File: config.mk
export PLATFORM = sky130hd
export DESIGN_NAME = data_mem_arbiter
export DESIGN_NICKNAME = d
export VERILOG_FILES = /design/src/rtl/dmem_pkg.sv /design/src/rtl/rr_arb2.sv /design/src/rtl/data_mem_arbiter.sv
export SDC_FILE = /design/constraint.sdc
export NUM_CORES = 1
export LEC_CHECK = 0
export CAP_MARGIN = 15
export CORE_AREA = 2 2 106 108
export CTS_CLUSTER_DIAMETER = 200
export DETAILED_ROUTE_END_ITERATION = 10
export DIE_AREA = 0 0 108 110
export PLACE_DENSITY_LB_ADDON = 0.2
export SYNTH_ARGS = -nofsm -noshare
export SYNTH_HDL_FRONTEND = slang
export SYNTH_SLANG_ARGS = --single-unit
File: constraint.sdc
create_clock -name clk -period 18.9 [get_ports clk]
set_clock_uncertainty 0.15 [all_clocks]
set_input_delay 3.78 -clock clk [delete_from_list [all_inputs] [get_ports clk]]
set_output_delay 3.78 -clock clk [all_outputs]
set_load 0.05 [all_outputs]
File: src/rtl/dmem_pkg.sv
// -----------------------------------------------------------------------------
// dmem_pkg
//   Shared definitions for the data-memory arbiter:
//     mode_t         : the eight load/store access codes seen on mode0/mode1
//     state_t        : arbiter sequencer states
//     is_store()     : 1 for SB/SH/SW, 0 for every load code
//     access_size()  : bytes touched by an access (1, 2 or 4)
//     is_misaligned(): half-word on an odd address, word not on a 4-byte one
// -----------------------------------------------------------------------------
package dmem_pkg;

  typedef enum logic [2:0] {
    MODE_LB  = 3'b000,
    MODE_LH  = 3'b001,
    MODE_LW  = 3'b010,
    MODE_LBU = 3'b011,
    MODE_LHU = 3'b100,
    MODE_SB  = 3'b101,
    MODE_SH  = 3'b110,
    MODE_SW  = 3'b111
  } mode_t;

  typedef enum logic {
    ST_IDLE    = 1'b0,
    ST_RD_WAIT = 1'b1
  } state_t;

  function automatic logic is_store(input logic [2:0] mode);
    logic store;
    case (mode_t'(mode))
      MODE_SB, MODE_SH, MODE_SW: store = 1'b1;
      default:                   store = 1'b0;
    endcase
    return store;
  endfunction

  function automatic logic [2:0] access_size(input logic [2:0] mode);
    logic [2:0] size;
    case (mode_t'(mode))
      MODE_LH, MODE_LHU, MODE_SH: size = 3'd2;
      MODE_LW, MODE_SW:           size = 3'd4;
      default:                    size = 3'd1;
    endcase
    return size;
  endfunction

  // Only the two low address bits matter for alignment.
  function automatic logic is_misaligned(input logic [2:0] mode,
                                         input logic [1:0] addr_lo);
    logic bad;
    case (mode_t'(mode))
      MODE_LH, MODE_LHU, MODE_SH: bad = addr_lo[0];
      MODE_LW, MODE_SW:           bad = (addr_lo != 2'b00);
      default:                    bad = 1'b0;
    endcase
    return bad;
  endfunction

endpackage

File: src/rtl/rr_arb2.sv
// -----------------------------------------------------------------------------
// rr_arb2
//   Two-input round-robin arbiter. A lone requester wins outright; on a tie
//   the port that was not granted most recently wins. The last-grant flop
//   moves on every cycle where update is high and a grant was issued.
//
//   Ports:
//     clk    : clock, rising edge
//     reset  : synchronous, active-low; last-grant pointer -> 1 so port 0
//              wins the first tie
//     req    : per-port request (already qualified by the caller)
//     update : advance the last-grant pointer with this cycle's grant
//     gnt    : one-hot grant, combinational
// -----------------------------------------------------------------------------
module rr_arb2 (
  input  logic       clk,
  input  logic       reset,
  input  logic [1:0] req,
  input  logic       update,
  output logic [1:0] gnt
);

  logic last_reg;
  logic last_next;

  // Port gi wins if it requests and either the other port is idle or the
  // other port was the one granted last time.
  genvar gi;
  generate
    for (gi = 0; gi < 2; gi++) begin : g_gnt
      assign gnt[gi] = req[gi] & (~req[1-gi] | (last_reg != 1'(gi)));
    end
  endgenerate

  // gnt is one-hot, so gnt[1] is the index of the winner.
  always_comb begin
    last_next = last_reg;
    if (update && (gnt != 2'b00)) begin
      last_next = gnt[1];
    end
  end

  always_ff @(posedge clk) begin
    if (!reset) begin
      last_reg <= 1'b1;
    end else begin
      last_reg <= last_next;
    end
  end

endmodule

File: src/rtl/data_mem_arbiter.sv
// -----------------------------------------------------------------------------
// data_mem_arbiter
//   Arbitrates the core load/store port (port 0) and the loader/debug port
//   (port 1) onto the single data memory. One request is granted per IDLE
//   cycle; alignment and range are checked before the memory is touched.
//   Stores and rejected accesses complete in one cycle, loads take two
//   because the memory's read data is registered.
//
//   Ports:
//     clk, reset         : clock and synchronous active-low reset
//     req[1:0]           : per-port request, held until granted
//     mode0/1, addr0/1,
//     wdata0/1           : per-port access code, byte address and store data
//     gnt[1:0]           : one-hot grant, combinational (request consumed)
//     rsp_valid[1:0]     : registered one-cycle response pulse to the owner
//     rsp_err            : access was misaligned or out of range
//     rsp_rdata          : load data (0 for stores and errors)
//     mem_addr/wdata/mode,
//     mem_write/mem_read : memory controls
//     mem_rdata          : memory read data, valid the cycle after mem_read
// -----------------------------------------------------------------------------
module data_mem_arbiter
  import dmem_pkg::*;
#(
  parameter int Width     = 32,
  parameter int MEM_BYTES = 64
) (
  input  logic             clk,
  input  logic             reset,
  input  logic [1:0]       req,
  input  logic [2:0]       mode0,
  input  logic [2:0]       mode1,
  input  logic [Width-1:0] addr0,
  input  logic [Width-1:0] addr1,
  input  logic [Width-1:0] wdata0,
  input  logic [Width-1:0] wdata1,
  output logic [1:0]       gnt,
  output logic [1:0]       rsp_valid,
  output logic             rsp_err,
  output logic [Width-1:0] rsp_rdata,
  output logic [Width-1:0] mem_addr,
  output logic [Width-1:0] mem_wdata,
  output logic [2:0]       mem_mode,
  output logic             mem_write,
  output logic             mem_read,
  input  logic [Width-1:0] mem_rdata
);

  state_t           state_reg,     state_next;
  logic             owner_reg,     owner_next;
  logic [1:0]       rsp_valid_reg, rsp_valid_next;
  logic             rsp_err_reg,   rsp_err_next;
  logic [Width-1:0] rsp_rdata_reg, rsp_rdata_next;

  logic [1:0]       arb_req;
  logic [1:0]       arb_gnt;
  logic             granted;
  logic             win;
  logic [2:0]       sel_mode;
  logic [Width-1:0] sel_addr;
  logic [Width-1:0] sel_wdata;
  logic [Width:0]   end_addr;
  logic             out_of_range;
  logic             acc_err;
  logic             acc_store;

  // ---------------------------------------------------------------------------
  // Arbitration. Requests are only visible to the arbiter in IDLE and out of
  // reset, so anything raised during RD_WAIT simply waits for the next IDLE.
  // ---------------------------------------------------------------------------
  assign arb_req = ((state_reg == ST_IDLE) && reset) ? req : 2'b00;

  rr_arb2 u_arb (
    .clk    (clk),
    .reset  (reset),
    .req    (arb_req),
    .update (granted),
    .gnt    (arb_gnt)
  );

  assign granted = (arb_gnt != 2'b00);
  assign win     = arb_gnt[1];

  // ---------------------------------------------------------------------------
  // Request mux and access check for the winning port.
  // ---------------------------------------------------------------------------
  assign sel_mode  = win ? mode1  : mode0;
  assign sel_addr  = win ? addr1  : addr0;
  assign sel_wdata = win ? wdata1 : wdata0;

  // One extra bit so an address near the top of the space cannot wrap and
  // slip past the range check.
  assign end_addr     = {1'b0, sel_addr} + (Width+1)'(access_size(sel_mode));
  assign out_of_range = (end_addr > (Width+1)'(MEM_BYTES));
  assign acc_err      = out_of_range | is_misaligned(sel_mode, sel_addr[1:0]);
  assign acc_store    = is_store(sel_mode);

  // ---------------------------------------------------------------------------
  // State register
  // ---------------------------------------------------------------------------
  always_ff @(posedge clk) begin
    if (!reset) begin
      state_reg     <= ST_IDLE;
      owner_reg     <= 1'b0;
      rsp_valid_reg <= 2'b00;
      rsp_err_reg   <= 1'b0;
      rsp_rdata_reg <= '0;
    end else begin
      state_reg     <= state_next;
      owner_reg     <= owner_next;
      rsp_valid_reg <= rsp_valid_next;
      rsp_err_reg   <= rsp_err_next;
      rsp_rdata_reg <= rsp_rdata_next;
    end
  end

  // ---------------------------------------------------------------------------
  // Next-state logic, including the response registers and the load owner.
  // ---------------------------------------------------------------------------
  always_comb begin
    state_next     = state_reg;
    owner_next     = owner_reg;
    rsp_valid_next = 2'b00;
    rsp_err_next   = 1'b0;
    rsp_rdata_next = '0;
    case (state_reg)
      ST_IDLE: begin
        if (granted) begin
          if (acc_err) begin
            rsp_valid_next = win ? 2'b10 : 2'b01;
            rsp_err_next   = 1'b1;
          end else if (acc_store) begin
            rsp_valid_next = win ? 2'b10 : 2'b01;
          end else begin
            // Load: remember who asked, the data shows up next cycle.
            owner_next = win;
            state_next = ST_RD_WAIT;
          end
        end
      end
      ST_RD_WAIT: begin
        rsp_valid_next = owner_reg ? 2'b10 : 2'b01;
        rsp_rdata_next = mem_rdata;
        state_next     = ST_IDLE;
      end
      default: begin
        state_next = ST_IDLE;
      end
    endcase
  end

  // ---------------------------------------------------------------------------
  // Outputs. The memory bus carries the winner's payload only in a grant
  // cycle; a rejected access still shows its address but never strobes.
  // ---------------------------------------------------------------------------
  always_comb begin
    gnt       = arb_gnt;
    mem_addr  = '0;
    mem_wdata = '0;
    mem_mode  = 3'b000;
    mem_write = 1'b0;
    mem_read  = 1'b0;
    if (granted) begin
      mem_addr  = sel_addr;
      mem_wdata = sel_wdata;
      mem_mode  = sel_mode;
      mem_write = ~acc_err & acc_store;
      mem_read  = ~acc_err & ~acc_store;
    end
  end

  assign rsp_valid = rsp_valid_reg;
  assign rsp_err   = rsp_err_reg;
  assign rsp_rdata = rsp_rdata_reg;

endmodule

* Word level (Yosys, flattened, before mapping)
Cells that the tools add are included.
** Storage, ports and cells
- Flip-flop bits (word level) :: 38
- Input bits :: 170
- Output and inout bits :: 106
** Cells by class
- $add $sub $neg :: 1
- Magnitude comparators :: 1
- Equality and inequality tests :: 6
- Multiplexer cells :: 23
- Bitwise gates (word level) :: 15
- Reduce and logical (&&, ||, !) cells :: 9
** Operators by type and width (number)
- $mux W32 :: 4
- $add A32 B3 Y33 :: 1
- $gt A33 B7 Y1 const B :: 1
- $eq A3 B3 Y1 const B :: 4
- $mux W2 :: 6
- $reduce_or A3 Y1 :: 3
- $not A1 Y1 :: 8
- $mux W1 :: 7
- $mux W3 :: 2
- $pmux W3 S2 :: 1
- $and A1 B1 Y1 :: 4
- $pmux W1 S2 :: 2
- $pmux W2 S2 :: 1
- $reduce_and A4 Y1 :: 1
- $reduce_bool A2 Y1 :: 2
- $eq A3 B1 Y1 const B :: 1
- $eq A3 B2 Y1 const B :: 1
- $or A1 B1 Y1 :: 3
- $reduce_and A2 Y1 :: 1
- $reduce_or A2 Y1 :: 1
- $logic_and A1 B1 Y1 :: 1

* Longest topological paths before layout
- Word-level depth :: 16
- Mapped depth :: 21

* Hierarchy
A second synthesis with hierarchy kept.
** Second synthesis, totals
- Cell total of the unflattened synthesis :: 432
- Area, all modules :: 3483.3 sq um
** By module, submodules not included
- data_mem_arbiter :: times used 1, cells an instance 425, area an instance 3424.5 sq um, seq. area each 740.7 sq um
- rr_arb2 :: times used 1, cells an instance 7, area an instance 58.8 sq um, seq. area each 20.0 sq um

* Worst setup path after synthesis
No wires, ideal clock.
- Path kind :: input -> output
- Start point :: input req[1]
- End point :: output mem_write
- Arrival :: 9293 ps
- Required time :: 14970 ps
- Slack :: 5677 ps
- Stages :: 21
- Buffers on the path :: 7
- Cell sequence :: and3b_1 buf_6 nand2_4 inv_2 buf_6 buf_4 clkbuf_1 clkbuf_1 clkbuf_1 a21oi_1 ha_1 a21o_1 a21oi_1 clkbuf_1 nand2_1 o22ai_1 a211oi_1 or4_1 or4_4 nor4_4 nor3b_2
** On the way
- Longest elaborated chain between the ends :: 12
** Ends and longest elaborated chain
- start, declared :: RTL line data_mem_arbiter.sv:30 : input logic [1:0] req,
- $mux W2 * :: RTL line data_mem_arbiter.sv:71 : assign arb_req = ((state_reg == ST_IDLE) && reset) ? req : 2'b00;
- $and A1 B1 Y1 * :: RTL line rr_arb2.sv:31 : assign gnt[gi] = req[gi] & (~req[1-gi] | (last_reg != 1'(gi)));
- via gnt[1] :: RTL line data_mem_arbiter.sv:37 : output logic [1:0] gnt,
- $mux W3 :: RTL line data_mem_arbiter.sv:87 : assign sel_mode = win ? mode1 : mode0;
- $eq A3 B3 Y1, or another cell as far along :: RTL line dmem_pkg.sv:30, dmem_pkg.sv:39, dmem_pkg.sv:51
- $reduce_or A3 Y1 / $reduce_or A2 Y1 (equally long branches) :: RTL line dmem_pkg.sv:39, dmem_pkg.sv:51
- $pmux W3 S2 :: RTL line dmem_pkg.sv:39 : case (mode_t'(mode))
- $add A32 B3 Y33 :: RTL line data_mem_arbiter.sv:93 : assign end_addr = {1'b0, sel_addr} + (Width+1)'(access_size(sel_mode));
- $gt A33 B7 Y1 :: RTL line data_mem_arbiter.sv:94 : assign out_of_range = (end_addr > (Width+1)'(MEM_BYTES));
- $or A1 B1 Y1 :: RTL line data_mem_arbiter.sv:95 : assign acc_err = out_of_range | is_misaligned(sel_mode, sel_addr[1:0]);
- $not A1 Y1 (no line)
- $and A1 B1 Y1 :: RTL line data_mem_arbiter.sv:167 : mem_write = ~acc_err & acc_store;
- $mux W1 * :: RTL line data_mem_arbiter.sv:163 : if (granted) begin
- end, declared :: RTL line data_mem_arbiter.sv:44 : output logic mem_write,
Mark *: on every way through the listed nets, which the timed path passes. The rest lies on a longest branch.

* Worst setup path in the final report
- Start point :: input reset
- End point :: output mem_write
** On the way
- Longest elaborated chain between the ends :: 15
** Ends and longest elaborated chain
- start, declared :: RTL line data_mem_arbiter.sv:29 : input logic reset,
- $logic_and A1 B1 Y1 * :: RTL line data_mem_arbiter.sv:71
- $mux W2 * :: RTL line data_mem_arbiter.sv:71
- $not A1 Y1 :: RTL line rr_arb2.sv:31
- $or A1 B1 Y1 :: RTL line rr_arb2.sv:31
- $and A1 B1 Y1 :: RTL line rr_arb2.sv:31
- $mux W3 :: RTL line data_mem_arbiter.sv:87
- $eq A3 B3 Y1, or another cell as far along :: RTL line dmem_pkg.sv:30, dmem_pkg.sv:39, dmem_pkg.sv:51
- $reduce_or A3 Y1 / $reduce_or A2 Y1 (equally long branches) :: RTL line dmem_pkg.sv:39, dmem_pkg.sv:51
- $pmux W3 S2 :: RTL line dmem_pkg.sv:39
- $add A32 B3 Y33 :: RTL line data_mem_arbiter.sv:93
- $gt A33 B7 Y1 :: RTL line data_mem_arbiter.sv:94
- $or A1 B1 Y1 :: RTL line data_mem_arbiter.sv:95
- $not A1 Y1 (no line)
- $and A1 B1 Y1 :: RTL line data_mem_arbiter.sv:167
- $mux W1 * :: RTL line data_mem_arbiter.sv:163
Mark *: on every way between the ends. The rest lies on a longest branch, timed or not.

==> impl_results.md <==
- Fraction of layout cells with a size suffix above 1: 0.0379
- Post-synthesis compound-gate area fraction: 0.243
- Antenna Nets Post-Route: 0
- RePlAce Congestion: ~0.97
- DP HPWL: 12.7 mm
- Worst Hold Class: register to register
- Synth Cell Area: 3750 um^2
- Mean routed wirelength per cell: 17.1 um
- Pwr Density: ~44 nW/um^2
- Post_cts resized: 0
- Synthesized area per cell: between 6 and 7 um^2
- Final Hold Vio Count: 0
- Worst slew pin tran: 1.11 ns
- Yosys cell types: 72
- CP Class: input port to output pin
- 1st-iter DRT viols: 273
- Seq cells post-synth: 38
- Rows: 38
- Adder-cell area share of the yosys netlist: 0.0153
- Synth Area in Simple Gates: 0.401
- Crit-path cells: clkdlybuf4s50_1 -> and3b_1 -> nand2_4 -> inv_2 -> a211oi_1 -> a21oi_1 -> ha_1 -> a21o_1 -> a21o_1 -> nand4_1 -> o211ai_1 -> or3_1 -> or4_1 -> or4_4 -> nor4_4 -> nor3b_2 -> clkdlybuf4s50_1
- Critical-path top delay cell: clkdlybuf4s50_1
- # port buffers: 275
- Clk Tree Root Cell: clkbuf_8
- DIE WIDTH: 108 um
- Initial antenna violation count: 0
- CTS hold repair buffers: 0
- Fin Setup TNS: 0 ns
- Max FO, Critical Path: 93
- Setup bufs post-CTS: 0
- Largest stage delay, worst path: 1.20 ns
- R2r startpoint: state_reg$_SDFF_PP0_
- Post-Syn Instances: 573
- Register area share after synthesis: 0.203
- CP delay by family, top: simple AND/OR/NAND/NOR gates
- Warnings, synthesis: 0
- Total GRT Usage: 0.260
- P&R area growth vs syn: 76.3%
- Worst setup EP type: output pin
- Layout Nets: about 1,000
- Die Y: roughly 110 um
- F_max: 66.0 MHz
- Worst-Skew Late Latency: between 0.2 and 0.3 ns
- Tcrit/Tclk final: 0.801
- # Max-Cap Violations: 0
- Commonest non-fill, non-tap cell in the layout: clkdlybuf4s50_1
- CP Launch Point: reset
- Setup Viol. Count Final: 0
- Ant diodes: 0
- Req. time, crit path: roughly 15 ns
- Peak VDD IR: 33.2 uV
- Post-synthesis mux area share: 0.0460
- Buffer and inverter count on the worst path: 3
- Max clock buf depth: 2
- Vias in the first global route: approximately 5,000
- RSZ-0062 raised after global routing: false
- H-tree levels: 2
- Post-synth top flop: dfxtp_1
- Total wire length: 16.4 mm
- DR pass1 iterations: 5
- Die area: roughly 12,000 um^2
- Clock sink count: 38
- Tmin final: between 15 and 20 ns
- Asr flop ratio synth: 0
- Setup ws final: 3.75 ns
- Max-slew headroom: 0.261
- First-pass GRT wire length: 24.8 mm
- Largest family of logic cells by synthesized area: simple AND/OR/NAND/NOR gates
- Syn Nets: 747
- Fin util: 0.618
- CP startpoint kind: input port
- Place WS: 3.75 ns
- Number of synthesized flops with an enable pin: 0
- Xor and xnor area share after synthesis: 0.0280
- Drt drc: 0
- Vias per inst: 5.45
- CTS clk-pin slew, worst paths: 0.07 ns
- TritonCTS clock tree: done
- Vias: 5,224
- Data arrival time of the worst path: 11.22 ns
- Commonest non-fill, non-tap cells in the layout: 275 x clkdlybuf4s50_1, 129 x nand2_1, 76 x a21oi_1, 40 x nor2_1, 38 x dfxtp_1
- Hold path startpoint: owner_reg$_SDFFE_PN0P_
- # IOs: approximately 280
- Outcome: completed
- Pin count of the biggest net entering global routing: 94
- Leak: 2.56 nW
- Number of flip-flops under the largest register name: 32
- Initial Util: 0.351
- Number of buffers created by CTS: 5
- Final Slew Violations: 0
- Core Box Area: 10,700 um^2
- Overflow after GRT: 0
[cell families (layout without fill, tap and decap cells)]
group | after synthesis | in the layout
xor+xnor | 12 | 12
mux | 17 | 17
simple gates | 304 | 304
flops | 38 | 38
compound gates | 146 | 146
fa+ha+maj | 4 | 4
buf+inv | 52 | 297
[power breakdown]
group	leakage, nW	switching, W	total [W]	internal (W)
registers	0.307	0.000000275	0.0000809	0.0000807
logic	2.21	0.0000864	0.000151	0.0000645
clock network	0.0482	0.0000267	0.0000561	0.0000294
total	2.56	0.000113	0.000288	0.000175
[Yosys cell counts, types with 4 or more instances]
cell	number	area share
nand2_1	129	0.13
a21oi_1	76	0.10
nor2_1	40	0.040
dfxtp_1	38	0.20
and3_1	36	0.060
clkbuf_1	31	0.031
nand3_1	31	0.041
nor3_1	18	0.024
o21ai_0	18	0.024
mux2i_1	15	0.040
inv_1	8	0.0080
nand4_1	8	0.013
nor4_1	6	0.010
xnor2_1	6	0.014
xor2_1	6	0.014
a211oi_1	5	0.010
a32oi_1	5	0.012
a31oi_1	4	0.0067
buf_4	4	0.0080
buf_6	4	0.012
or3_1	4	0.0067
[area by class of cell]
class	instances	area (um^2)
multi-input cells	483	2760
fillers	1012	4090
clock buffers	7	86.3
well taps	140	175
inverters	9	33.8
repair buffers	280	2790
flip-flops and latches	38	761
clock inverters	1	5.00
[worst paths after layout]
kind / slack, ns / depth (start not counted) / end
setup reg to reg: 12.38 / 16 / rsp_valid[1]$_SDFF_PN0_
hold reg to reg: 0.37 / 2 / owner_reg$_SDFFE_PN0P_
hold / removal: 0.37 / 2 / owner_reg$_SDFFE_PN0P_
setup / recovery: 3.75 / 17 / mem_write
[metrics by stage]
step | power, W | hold slack (ns) | std cells | area, um^2
6_report | 0.000288 | 0.371 | 958 | 6610
5_1_grt | 0.000301 | 0.406 | 958 | 6610
4_1_cts | 0.000289 | 0.369 | 958 | 6610
3_5_place_dp | 0.000232 | 0.359 | 950 | 6520
3_3_place_gp | 0.000232 | 0.327 | 950 | 6520
2_1_floorplan | 0.000162 | 0.311 | 573 | 3750
[layer usage]
layer	global-route usage	vias up	part of all wire
met1	0.305	2387	0.39
met4	0.0870	0	0.026
li1	-	2551	-
met3	0.0576	27	0.085
met2	0.470	259	0.50
met5	0	-	0
[worst reg2reg max path, stage by stage (launching register included)]
cell and delay, ns:
dfxtp_1 0.97, and3b_1 0.42, nand2_4 0.79, inv_2 0.61, a211oi_1 0.35, a21oi_1 0.12
ha_1 0.35, a21o_1 0.15, a21oi_1 0.09, buf_4 0.19, nor3_1 0.16, o211ai_1 0.10
or3_1 0.37, or4_1 0.52, or4_4 0.60, nor4_4 0.34, o21ai_0 0.10
Power figures use the tool's default switching activity.
==> variant 1, RTL diff (config.mk and constraints unchanged) <==
Reset style: asynchronous (`reset`), changed in 2 clocked blocks. Comments in the files are not updated.
--- a/src/rtl/rr_arb2.sv
+++ b/src/rtl/rr_arb2.sv
@@ -40,7 +40,7 @@
     end
   end
 
-  always_ff @(posedge clk) begin
+  always_ff @(posedge clk or negedge reset) begin
     if (!reset) begin
       last_reg <= 1'b1;
     end else begin
--- a/src/rtl/data_mem_arbiter.sv
+++ b/src/rtl/data_mem_arbiter.sv
@@ -98,7 +98,7 @@
   // ---------------------------------------------------------------------------
   // State register
   // ---------------------------------------------------------------------------
-  always_ff @(posedge clk) begin
+  always_ff @(posedge clk or negedge reset) begin
     if (!reset) begin
       state_reg     <= ST_IDLE;
       owner_reg     <= 1'b0;
Check against the original RTL: differs if reset is asserted again (counterexample within 4 cycles, from zero or initial values and one cycle with reset low); with reset held inactive, the same outputs for 10 cycles.
==> variant 1 against the unedited design <==
- area after synthesis fell by 0.87%
- total power is 10% higher
- fmax up 10%
- worst setup slack improved by 1.4 ns
- final area up 0.97%
- sequential cell count unchanged
- die area stayed put
- sequential share of layout area is 2.8 points higher
- cell count shrank 3.0%
- global-route usage fell by 1.3 points
- non-clock buffer count shrank 4
- count of clock-buffer cells in the layout decreased by 1
- wire length shrank 4.0%
==> variant 1: results (changes against the unedited design) <==
* Status: complete, no violations (unchanged)
* R2r startpoint: state_reg (unchanged)
* Crit path max-delay family: buffers and inverters (was simple AND/OR/NAND/NOR gates)
* Global Route Usage Sum at 24.7% (was 26.0%)
* Global-route wire length before repair at 23.7 mm (was 24.8 mm)
* Dpl cell area at 6530 µm² (was 6520 µm²)
* Placed wire-length estimate at 12.4 mm (was 12.7 mm)
* Top cells by count, synth: nand2_1 (136), a21oi_1 (68), nor2_1 (41) (was nand2_1 (129), a21oi_1 (76), nor2_1 (40))
* Register area share after synthesis at 25.6% (was 20.3%)
* Wire length per cell at 16.9 µm (was 17.1 µm)
* Vias in the first global route at 4720 (was 4996)
* Pre-CTS WS at 5.09 ns (was 3.75 ns)
* Leakage power at 2.75 nW (was 2.56 nW)
* Post-synthesis compound-gate area fraction at 20.2% (was 24.3%)
* Hold_ws at 0.358 ns (was 0.371 ns)
* Hold Crit Start: u_arb.last_reg (was owner_reg)
* Layout cell share with drive strength beyond 1 at 3.43% (was 3.79%)
* Syn_area_per_cell at 6.99 µm² (was 6.54 µm²)
* Comb power frac at 47.9% (was 52.4%)
* Net Switching at 0.114 mW (was 0.113 mW)
* Area contributors post-synth: dfrtp_1 (25%), nand2_1 (14%), a21oi_1 (9.2%) (was dfxtp_1 (20%), nand2_1 (13%), a21oi_1 (10%))
* Worst-margin pin slew at 0.992 ns (was 1.11 ns)
* R2R Path End: owner_reg (was rsp_valid[1])
* XOR/XNOR share of the synthesized area at 2.36% (was 2.80%)
* Gpl congestion at 0.894 (was 0.975)
* Post-Route WL at 15.7 mm (was 16.4 mm)
* Crit path max fanout at 89 (was 93)
* Worst IR Drop VDD at 0.0374 mV (was 0.0332 mV)
* R2R cell count at 14 (was 16)
* Worst path max stage delay at 0.81 ns (was 1.20 ns)
* Post-synth net total at 706 (was 747)
* Async set or reset register ratio after synthesis at 100% (was 0%)
* Vias per cell at 5.34 (was 5.45)
==> variant 1: metal layers <==
layer  up-vias  share of wire, %  routed length, µm  track usage [%]
li1       2396                 -                  -                -
met1      2289                40               6330             30.5
met2       257                50               7880             45.2
met3        18               8.9               1410             5.47
met4         0              0.84                132             3.57
met5         -                 0                  0                0
==> variant 1: area by class of cell <==
type,instances,area [µm²]
Fill cell,981,4020
Timing Repair Buffer,276,2760
Multi-Input combinational cell,456,2600
Sequential cell,38,952
Tap cell,140,175
Clock buffer,6,82.6
Clock inverter,2,60.1
Inverter,10,42.5
Antenna cell,1,2.50
==> variant 1: worst max-delay path by stage <==
stage,from,end,slack (ns),cells after the start
global placement,reset,mem_write,5.29,16
finish,reset,mem_write,5.19,16
global route,reset,mem_write,4.73,16
floorplan,req[1],mem_write,7.02,17
CTS,reset,mem_write,5.08,16
detailed placement,reset,mem_write,5.09,16
==> variant 2, RTL diff (same settings) <==
Made on the original files. The parameter `Width` goes from 32 to 16.
--- a/src/rtl/data_mem_arbiter.sv
+++ b/src/rtl/data_mem_arbiter.sv
@@ -22,7 +22,7 @@
 module data_mem_arbiter
   import dmem_pkg::*;
 #(
-  parameter int Width     = 32,
+  parameter int Width     = 16,
   parameter int MEM_BYTES = 64
 ) (
   input  logic             clk,
Ports: changed (8 resized); port bits go from 276 to 148. No check against the original RTL was run, so the function may have changed too.
==> variant 2 against the unedited design <==
- total power fell by 42%
- final area is 43% lower
- wire length down 47%
- via count down 47%
- sequential power is 42% lower
- area after synthesis fell by 42%
- sequential cell count decreased by 16
- worst setup slack better by 1.3 ns
==> variant 2: results (changes against the unedited design) <==
* Max reg flops at 16 (was 32)
* Hold Path Class: register to register (unchanged)
* Max-slew violations at 0 (unchanged)
* Placed wire-length estimate at 6.79 mm (was 12.7 mm)
* Dpl cell area at 3730 µm² (was 6520 µm²)
* WHS Endpoint: rsp_valid[1] (was owner_reg)
* Vias per cell at 4.70 (was 5.45)
* Pre-CTS WS at 4.98 ns (was 3.75 ns)
* Htree depth at 1 (was 2)
* Layout cell share with drive strength beyond 1 at 4.43% (was 3.79%)
* PortBufs at 147 (was 275)
* Antenna cell count at 0 (unchanged)
* Drt first pass iters at 4 (was 5)
* Clk_lat worst skew at 0.25 ns (was 0.29 ns)
* Largest net degree at the start of global routing at 52 (was 94)
* Crit path max fanout at 51 (was 93)
* YS warnings at 0 (unchanged)
* Gpl congestion at 0.855 (was 0.975)
* R2R cell count at 14 (was 16)
* Clock transition at path regs at 0.07 ns (about the same)
* Fill cells at 1155 (was 1012)
* Worst Setup SP: reset (unchanged)
* Global Route Usage Sum at 14.1% (was 26.0%)
* Initial antenna violation count at 0 (unchanged)
* Worst Path Arrival at 9.94 ns (was 11.22 ns)
* Worst-margin pin slew at 1.06 ns (was 1.11 ns)
* Reg2Reg Setup Slack at 13.56 ns (was 12.38 ns)
* DR DRC count at 0 (unchanged)
* Global-route wire length before repair at 13.7 mm (was 24.8 mm)
* Number of synthesized flops with an enable pin at 0 (unchanged)
* Num CTS Buffers at 3 (was 5)
* Vias in the first global route at 2766 (was 4996)
* Longest Clk Path Bufs at 2 (unchanged)
* Status: complete, no violations (unchanged)
* Post-layout net count at 546 (was 991)
* Setup bufs post-CTS at 0 (unchanged)
* Area contributors post-synth: dfxtp_1 (20%), nand2_1 (14%), a21oi_1 (9.9%) (was dfxtp_1 (20%), nand2_1 (13%), a21oi_1 (10%))
* R2R Path End: rsp_valid[0] (was rsp_valid[1])
* FF+latch area at 440 µm² (was 761 µm²)
* Post-synth net total at 416 (was 747)
* Top cells by count, synth: nand2_1 (79), a21oi_1 (43), dfxtp_1 (22) (was nand2_1 (129), a21oi_1 (76), nor2_1 (40))
* Register area share after synthesis at 20.3% (about the same)
* Ys flop type: dfxtp_1 (unchanged)
* Hold_ws at 0.365 ns (was 0.371 ns)
* Worst IR Drop VDD at 0.0311 mV (was 0.0332 mV)
* DRT iter0 DRCs at 91 (was 273)
* Hold Crit Start: owner_reg (unchanged)
* R2r startpoint: state_reg (unchanged)
* CTS resizes at 0 (unchanged)
* Worst Hold Depth at 2 (unchanged)
* Root buf cell: clkbuf_8 (unchanged)
* Leakage power at 1.44 nW (was 2.56 nW)
* Fmax at 72.1 MHz (was 66.0 MHz)
* Async set or reset register ratio after synthesis at 0% (unchanged)
* Unique masters post-synth at 56 (was 72)
* Post-Route WL at 8.70 mm (was 16.4 mm)
-- variant 2: cell types whose count changed after synthesis, sizes merged, moves of 4 or more --
cell and change:
a21oi -32, and3 -16, nand2 -49, clkbuf -19
o21ai -4, mux2i -9, dfxtp -16, nand3 -21
nor2 -29, nor3 -11
-- variant 2: worst max path at each step --
stage	to	cells past startpoint
5_1_grt	mem_write	16
3_5_place_dp	mem_write	16
3_3_place_gp	mem_write	16
4_1_cts	mem_write	16
6_report	mem_write	16
2_1_floorplan	mem_read	16
-- variant 2: layout make-up --
cell class | count | area share [%]
Clock buffer | 4 | 1.46
Multi-Input combinational cell | 270 | 42.6
Tap cell | 140 | 4.63
Sequential cell | 22 | 11.6
Timing Repair Buffer | 147 | 38.9
Inverter | 8 | 0.794
-- variant 2: power breakdown --
part / switching, mW / internal, mW / leakage (nW) / total, mW
Combinational: 0.0507 / 0.0365 / 1.23 / 0.0872
Clock: 0.0139 / 0.0185 / 0.0288 / 0.0324
Sequential: 0.000262 / 0.0469 / 0.178 / 0.0472
Total: 0.0648 / 0.102 / 1.44 / 0.167
-- variant 2: metrics by stage --
| stage | cells | total power [mW] |
|---|---|---|
| after floorplan | 322 | 0.0973 |
| after global routing | 591 | 0.176 |
| after CTS | 591 | 0.169 |
| after global placement | 587 | 0.136 |
| final | 591 | 0.167 |
| after detailed placement | 587 | 0.136 |
-- variant 2: critical path: stages --
cell	delay, ns
clkdlybuf4s50_1	0.85
and3b_4	0.35
nand2_2	0.47
inv_2	0.87
o21ai_0	0.23
ha_1	0.26
fa_1	0.46
a21oi_2	0.26
nor3_1	0.14
a311oi_1	0.31
a221oi_1	0.12
nor4_1	0.37
and4_1	0.33
nand2_2	0.12
nor3b_2	0.16
clkdlybuf4s50_1	0.82
-- variant 2: kinds of logic (layout without fill, tap and decap cells) --
| logic type | Yosys count | after routing | synth area share (%) |
|---|---|---|---|
| compound gates | 90 | 90 | 27.3 |
| xor+xnor | 11 | 11 | 4.45 |
| fa+ha+maj | 4 | 4 | 2.66 |
| buf+inv | 30 | 159 | 5.89 |
| flops | 22 | 22 | 20.3 |
| mux | 6 | 6 | 2.77 |
| simple gates | 159 | 159 | 36.6 |
-- variant 2: routing by layer --
layer	vias up	global-route usage [%]	share of wire (%)
li1	1410	-	-
met2	121	25.2	46
met3	2	4.00	9.7
met5	-	0	0
met4	0	1.37	0.31
met1	1244	17.5	44
